==> src/rtl/hazard_ctrl.sv <==
// Pipeline hazard unit: EX/MEM forwarding selects and one-cycle load-use stall.
// Optional load-use stall counter is enabled by defining HAZARD_STAT_EN.
module hazard_ctrl (
  input  logic       clk,
  input  logic       rst,
  input  logic [4:0] id_rR1,
  input  logic [4:0] id_rR2,
  input  logic       id_re1,
  input  logic       id_re2,
  input  logic [4:0] id_wR,
  input  logic       id_we,
  input  logic       id_is_load,
  input  logic       flush,
`ifdef HAZARD_STAT_EN
  output logic [31:0] stall_cnt,
`endif
  output logic [1:0] rD1_sel,
  output logic [1:0] rD2_sel,
  output logic       stall_pc,
  output logic       stall_ifid,
  output logic       bubble_idex
);

  localparam logic [1:0] NO_HAZARD       = 2'd0;
  localparam logic [1:0] HAZARD_1        = 2'd1;
  localparam logic [1:0] HAZARD_2        = 2'd2;
  localparam logic [1:0] LOAD_USE_HAZARD = 2'd3;

  logic [4:0] ex_wr_q, mem_wr_q;
  logic       ex_we_q, ex_ld_q, mem_we_q;
  // Set when the entry now in MEM is a load that just stalled the ID instruction.
  logic       stalled_q;

  logic       ex_hit1, ex_hit2, mem_hit1, mem_hit2;
  logic       load_use, stall;
  logic [1:0] sel1_d, sel2_d;

  function automatic logic [1:0] pick(input logic ex_hit, input logic ex_ld,
                                      input logic mem_hit, input logic mem_stalled);
    logic [1:0] s;
    s = NO_HAZARD;
    if (ex_hit && !ex_ld)            s = HAZARD_1;
    else if (mem_hit && mem_stalled) s = LOAD_USE_HAZARD;
    else if (mem_hit)                s = HAZARD_2;
    return s;
  endfunction

  always_comb begin
    ex_hit1  = id_re1 && ex_we_q  && (ex_wr_q  == id_rR1) && (id_rR1 != 5'd0);
    ex_hit2  = id_re2 && ex_we_q  && (ex_wr_q  == id_rR2) && (id_rR2 != 5'd0);
    mem_hit1 = id_re1 && mem_we_q && (mem_wr_q == id_rR1) && (id_rR1 != 5'd0);
    mem_hit2 = id_re2 && mem_we_q && (mem_wr_q == id_rR2) && (id_rR2 != 5'd0);
    load_use = ex_ld_q && (ex_hit1 || ex_hit2);
    stall    = load_use && !flush && !rst;

    sel1_d = NO_HAZARD;
    sel2_d = NO_HAZARD;
    if (!stall && !flush) begin
      sel1_d = pick(ex_hit1, ex_ld_q, mem_hit1, stalled_q);
      sel2_d = pick(ex_hit2, ex_ld_q, mem_hit2, stalled_q);
    end
  end

  assign stall_pc    = stall;
  assign stall_ifid  = stall;
  assign bubble_idex = stall;

  always_ff @(posedge clk) begin
    if (rst) begin
      ex_wr_q   <= 5'd0;
      ex_we_q   <= 1'b0;
      ex_ld_q   <= 1'b0;
      mem_wr_q  <= 5'd0;
      mem_we_q  <= 1'b0;
      stalled_q <= 1'b0;
      rD1_sel   <= NO_HAZARD;
      rD2_sel   <= NO_HAZARD;
    end else begin
      mem_wr_q  <= ex_wr_q;
      mem_we_q  <= ex_we_q;
      stalled_q <= stall;
      rD1_sel   <= sel1_d;
      rD2_sel   <= sel2_d;
      if (stall || flush) begin
        ex_wr_q <= 5'd0;
        ex_we_q <= 1'b0;
        ex_ld_q <= 1'b0;
      end else begin
        ex_wr_q <= id_wR;
        ex_we_q <= id_we;
        ex_ld_q <= id_is_load;
      end
    end
  end

`ifdef HAZARD_STAT_EN
  always_ff @(posedge clk) begin
    if (rst) stall_cnt <= 32'd0;
    else     stall_cnt <= stall_cnt + 32'(stall);
  end
`endif

endmodule
==> config.mk <==
export PLATFORM = sky130hd
export DESIGN_NAME = hazard_ctrl
export DESIGN_NICKNAME = d
export VERILOG_FILES = /design/src/rtl/hazard_ctrl.sv
export SDC_FILE = /design/constraint.sdc
export NUM_CORES = 1
export LEC_CHECK = 0
export ABC_AREA = 1
export CORE_AREA = 2 2 49 51
export CTS_CLUSTER_DIAMETER = 200
export DETAILED_ROUTE_END_ITERATION = 16
export DIE_AREA = 0 0 51 53
export HOLD_SLACK_MARGIN = 0.08
export PLACE_DENSITY = 0.89
export RECOVER_POWER = 50
export SLEW_MARGIN = 0
export SYNTH_ARGS = -nofsm -noshare
export SYNTH_HDL_FRONTEND = slang
export SYNTH_SLANG_ARGS = --single-unit
==> constraint.sdc <==
create_clock -name clk -period 2.4 [get_ports clk]
set_clock_uncertainty 0.05 [all_clocks]
set_input_delay 0.48 -clock clk [delete_from_list [all_inputs] [get_ports clk]]
set_output_delay 0.48 -clock clk [all_outputs]
set_load 0.005 [all_outputs]
Word-level counts from Yosys, hierarchy flattened
Index checks and enable logic that the tools add are counted.
- eq/ne operators: 4
- mux-type cells: 6
- bitwise operators: 1
- reduce and logical (&&, ||, !) cells: 32
- operators with widths (cell ; count):
    equality test 5 bit ; 4
    logical AND 1 bit ; 20
    nonzero test 5 bit ; 2
    two-way mux 2 bit ; 4
    OR reduction 3 bit ; 2
    zero test 1 bit ; 4
    OR reduction 2 bit ; 2
    logical OR 1 bit ; 2
    two-way mux 1 bit ; 2
    NOT 1 bit ; 1
- bits in registers: 18
- output and inout port bits: 7
- logic and storage cells: 53

Longest topological paths before layout
- word-level depth: 11
- gate-level depth with buffers: 12
- gate-level depth less buffers: 11

Worst setup path before layout
Ideal clock, no wire load.
- kind: input -> output
- start: input port id_rR1[1]
- end: output port stall_ifid
- arrival: 1.176 ns
- required time: 1.870 ns
- slack: 0.694 ns
- stages on the path: 9
- cell sequence: inv_1 > nand2_1 > nor2_2 > nor2_1 > nand2_1 > nand2_1 > nand2_2 > inv_1 > buf_4
- cells in the longest elaborated chain, start to end: 7
- RTL lines (what ; RTL line ; RTL):
    start, declared ; 6 ; input logic [4:0] id_rR1,
    equality test 5 bit ; 49 ; ex_hit1 = id_re1 && ex_we_q && (ex_wr_q == id_rR1) && (id_rR1 != 5'd0);
    logical AND 1 bit ; 49 ;
    logical AND 1 bit (*) ; 49 ;
    logical OR 1 bit (*) ; 53 ; load_use = ex_ld_q && (ex_hit1 || ex_hit2);
    logical AND 1 bit (*) ; 53 ;
    logical AND 1 bit (*) (2 in series) ; 54 ; stall = load_use && !flush && !rst;
    end, declared ; 20 ; output logic stall_ifid,
Every way passes the cells marked *; elsewhere a longest branch is shown, timed or not.

Final worst setup path
- start: input port rst
- end: output port bubble_idex
- cells in the longest elaborated chain, start to end: 2
- RTL lines (what ; RTL line ; RTL):
    start, declared ; 5 ; input logic rst,
    zero test 1 bit ; 54 ;
    logical AND 1 bit ; 54 ;
    end, declared ; 21 ; output logic bubble_idex
Every way passes these cells.

==> out/metrics.cfg <==
[critical_path]
cp.depth=5
cp-end-kind=primary output
critical_path_class=primary input to primary output
regToRegSetupSlack_ns=0.74
slowest_stage=dlygate4sd3_1
r2r_cells=9
r2r_end=rD2_sel[0]$_SDFF_PP0_
critical-path-max-stage-delay_ns=0.60
cp_top_family=buffers and inverters
required_ns=1.87
crit_fanout=3
crit_buf_inv=3
timing.critical_path.from=rst
crit_end=bubble_idex
crit_arrival_ns=1.63
r2r_start=ex_wr_q[3]$_SDFF_PP0_
crit_chain=dlygate4sd3_1 -> nor3_4 -> nand2_2 -> inv_2 -> dlygate4sd2_1
start_kind=primary input

[floorplan]
io_pins=29
fp.dieH_um=53
initial_core_util_pct=48.63
rows=17
dieArea_mm2=0.002703
core_mm2=0.002148
die_w_um=51

[cts]
numCtsBuffers=3
cts.path.max_buffers=2
post-cts-setup-buffers=0
clk_pin_slew_ns=0.10
clk_latency_ns=0.29
ctsHoldBuffers=0
cts_root_buffer=clkbuf_4
cts_tree=yes
clock_sinks=18
htreeDepth=1

[grt]
antenna_found_initial=0
track_usage_pct=20.21
grt_pass1_vias=1010
globalRoute.totalOverflow=0
grt_max_degree=12
grt_pass1_wl_mm=4.057

[final_layout]
layout.nets=228
fill_cells=191
area_growth_pct=34.85
final_common_cell=nand2_1
drive_gt1_share_pct=18.14
diodes=0
fin_cells=232
final_cell_mix=nand2_1, inv_1, dfxtp_1, nor2_1, nor2_2

[pwr]
p_per_area_mw_per_mm2=405.1
power.switching_uw=155.2
swShare_pct=27.20
ir_drop_v=0.0002635
power_frac_seq_pct=54.6
combPwrFrac_pct=19.0
power.leakage_uw=0.0007382
clkPwrFrac_pct=26.4
cellInternalPower_uw=415.5

[synthesis]
synth-edff-count=0
ys_warn_count=0
synth_seq_area_share_pct=34.49
netlist_instances=171
ys_ff_latch=18
synth_ff_type=dfxtp_1
netlist_area_mm2=0.001045
syn_avg_cell_area_um2=6.110
synthesis.nets=193
synth_cell_types=20
async_flop_share_pct=0

[drt]
dr.pass1.iters=4
ant_nets=0
remaining_drc_errors=0
wl_per_cell_um=9.961
finalWirelength_mm=2.311
num_vias=1081
vias_per_cell=4.659
drt_first_iter_violations=27

[sta]
fmax_mhz=462.8
finalCriticalPeriod_ns=2.161
hold_slack_ns=0.4020
grt_setup_unrepaired=false
hold_violations=0
relSlewSlack_pct=59.85
fin_crit_sh_pct=90.02
final-setup-viol-count=0
slew_violations=0
tightest_slew_ns=0.6008

[run]
drv_cap=0

[worst_hold_path]
hp-class=flip-flop to flip-flop

[place]
dpl.hpwl_mm=1.852
io_buffers=28
gp_congestion=0.8716
dp_cells=229

[outcome]
status=finished, final reports clean

==> per-layer routing <==
layer	global-route usage (%)	routed length (µm)
met1	24.39	1040
met2	37.23	1130
met3	1.977	107
met5	0	0
met4	6.757	32
==> cell usage after synthesis, types with 2 or more instances <==
cell / instances / area (µm²)
a21oi_1: 4 / 20.02
buf_4: 2 / 15.01
dfxtp_1: 18 / 360.4
inv_1: 27 / 101.4
inv_2: 7 / 26.28
nand2_1: 56 / 210.2
nand2_2: 2 / 12.51
nand3_1: 10 / 50.05
nand4_1: 2 / 12.51
nor2_1: 18 / 67.56
nor2_2: 15 / 93.84
o21ai_0: 2 / 10.01
==> kinds of logic (layout without fill, tap and decap cells) <==
family	count (synthesis)	in the layout	share of synthesized area (%)
AO/OA/AOI/OAI	7	7	3.593
XOR/XNOR	1	1	0.8385
flip-flops	18	18	34.49
buffers and inverters	39	72	15.57
AND/OR/NAND/NOR	106	106	45.51
==> sequential cells by signal, indices dropped and copies added (netlist names) <==
register / cells
ex_ld_q: 1
ex_we_q: 1
ex_wr_q: 5
mem_we_q: 1
mem_wr_q: 5
rD1_sel: 2
rD2_sel: 2
stalled_q: 1
==> worst reg2reg max path, stage by stage, from the launching register on <==
cell     delay [ns]
dfxtp_1        0.37
inv_1          0.09
a21oi_1        0.13
nand2_1        0.08
nor2_2         0.10
nand2_1        0.07
nand2_2        0.07
nand2_2        0.06
nand2_1        0.45
nor2_1         0.07
==> how the worst min path moves through the flow <==
| stage | slack (ns) | end | startpoint | depth (start not counted) |
|---|---|---|---|---|
| floorplan | 0.37 | mem_we_q$_SDFF_PP0_ | ex_we_q$_SDFF_PP0_ | 2 |
| global placement | 0.38 | mem_we_q$_SDFF_PP0_ | ex_we_q$_SDFF_PP0_ | 2 |
| detailed placement | 0.39 | mem_we_q$_SDFF_PP0_ | ex_we_q$_SDFF_PP0_ | 2 |
| CTS | 0.40 | mem_we_q$_SDFF_PP0_ | ex_we_q$_SDFF_PP0_ | 2 |
| global route | 0.43 | mem_we_q$_SDFF_PP0_ | ex_we_q$_SDFF_PP0_ | 2 |
| finish | 0.40 | mem_we_q$_SDFF_PP0_ | ex_we_q$_SDFF_PP0_ | 2 |
==> final cells by class <==
class                           count  area, µm²  share of cell area (%)
Clock buffer                        3      22.52                   1.599
Inverter                           35      131.4                   9.325
Multi-Input combinational cell    114      528.0                   37.48
Sequential cell                    18      360.3                   25.58
Tap cell                           28      35.03                   2.487
Timing Repair Buffer               34      331.6                   23.53
==> metrics by stage <==
step | setup slack [ns] | utilization [%] | power [µW] | TNS, ns | area [µm²]
6_report | 0.2395 | 65.58 | 570.7 | 0 | 1409
5_1_grt | 0.09620 | 65.58 | 599.2 | 0 | 1409
4_1_cts | 0.01519 | 64.65 | 572.2 | 0 | 1389
3_5_place_dp | -0.3154 | 63.95 | 430.6 | -0.9356 | 1374
3_3_place_gp | -0.2706 | 63.95 | 429.0 | -0.8096 | 1374
2_1_floorplan | 0.6936 | - | 373.6 | 0 | 1045
==> power groups by stage <==
stage | Combinational [µW] | Sequential [µW] | Clock, µW
2_1_floorplan | 56.7 | 317 | 0
4_1_cts | 111 | 311 | 150
5_1_grt | 122 | 313 | 165
6_report | 108 | 311 | 151
3_5_place_dp | 113 | 318 | 0
3_3_place_gp | 111 | 318 | 0
==> what timing repair did <==
action | in CTS | in global routing
gates resized for setup | 9 | 13
pin swaps | 1 | 1
setup endpoints to repair | 3 | 3
(Power assumes the default switching activity.)
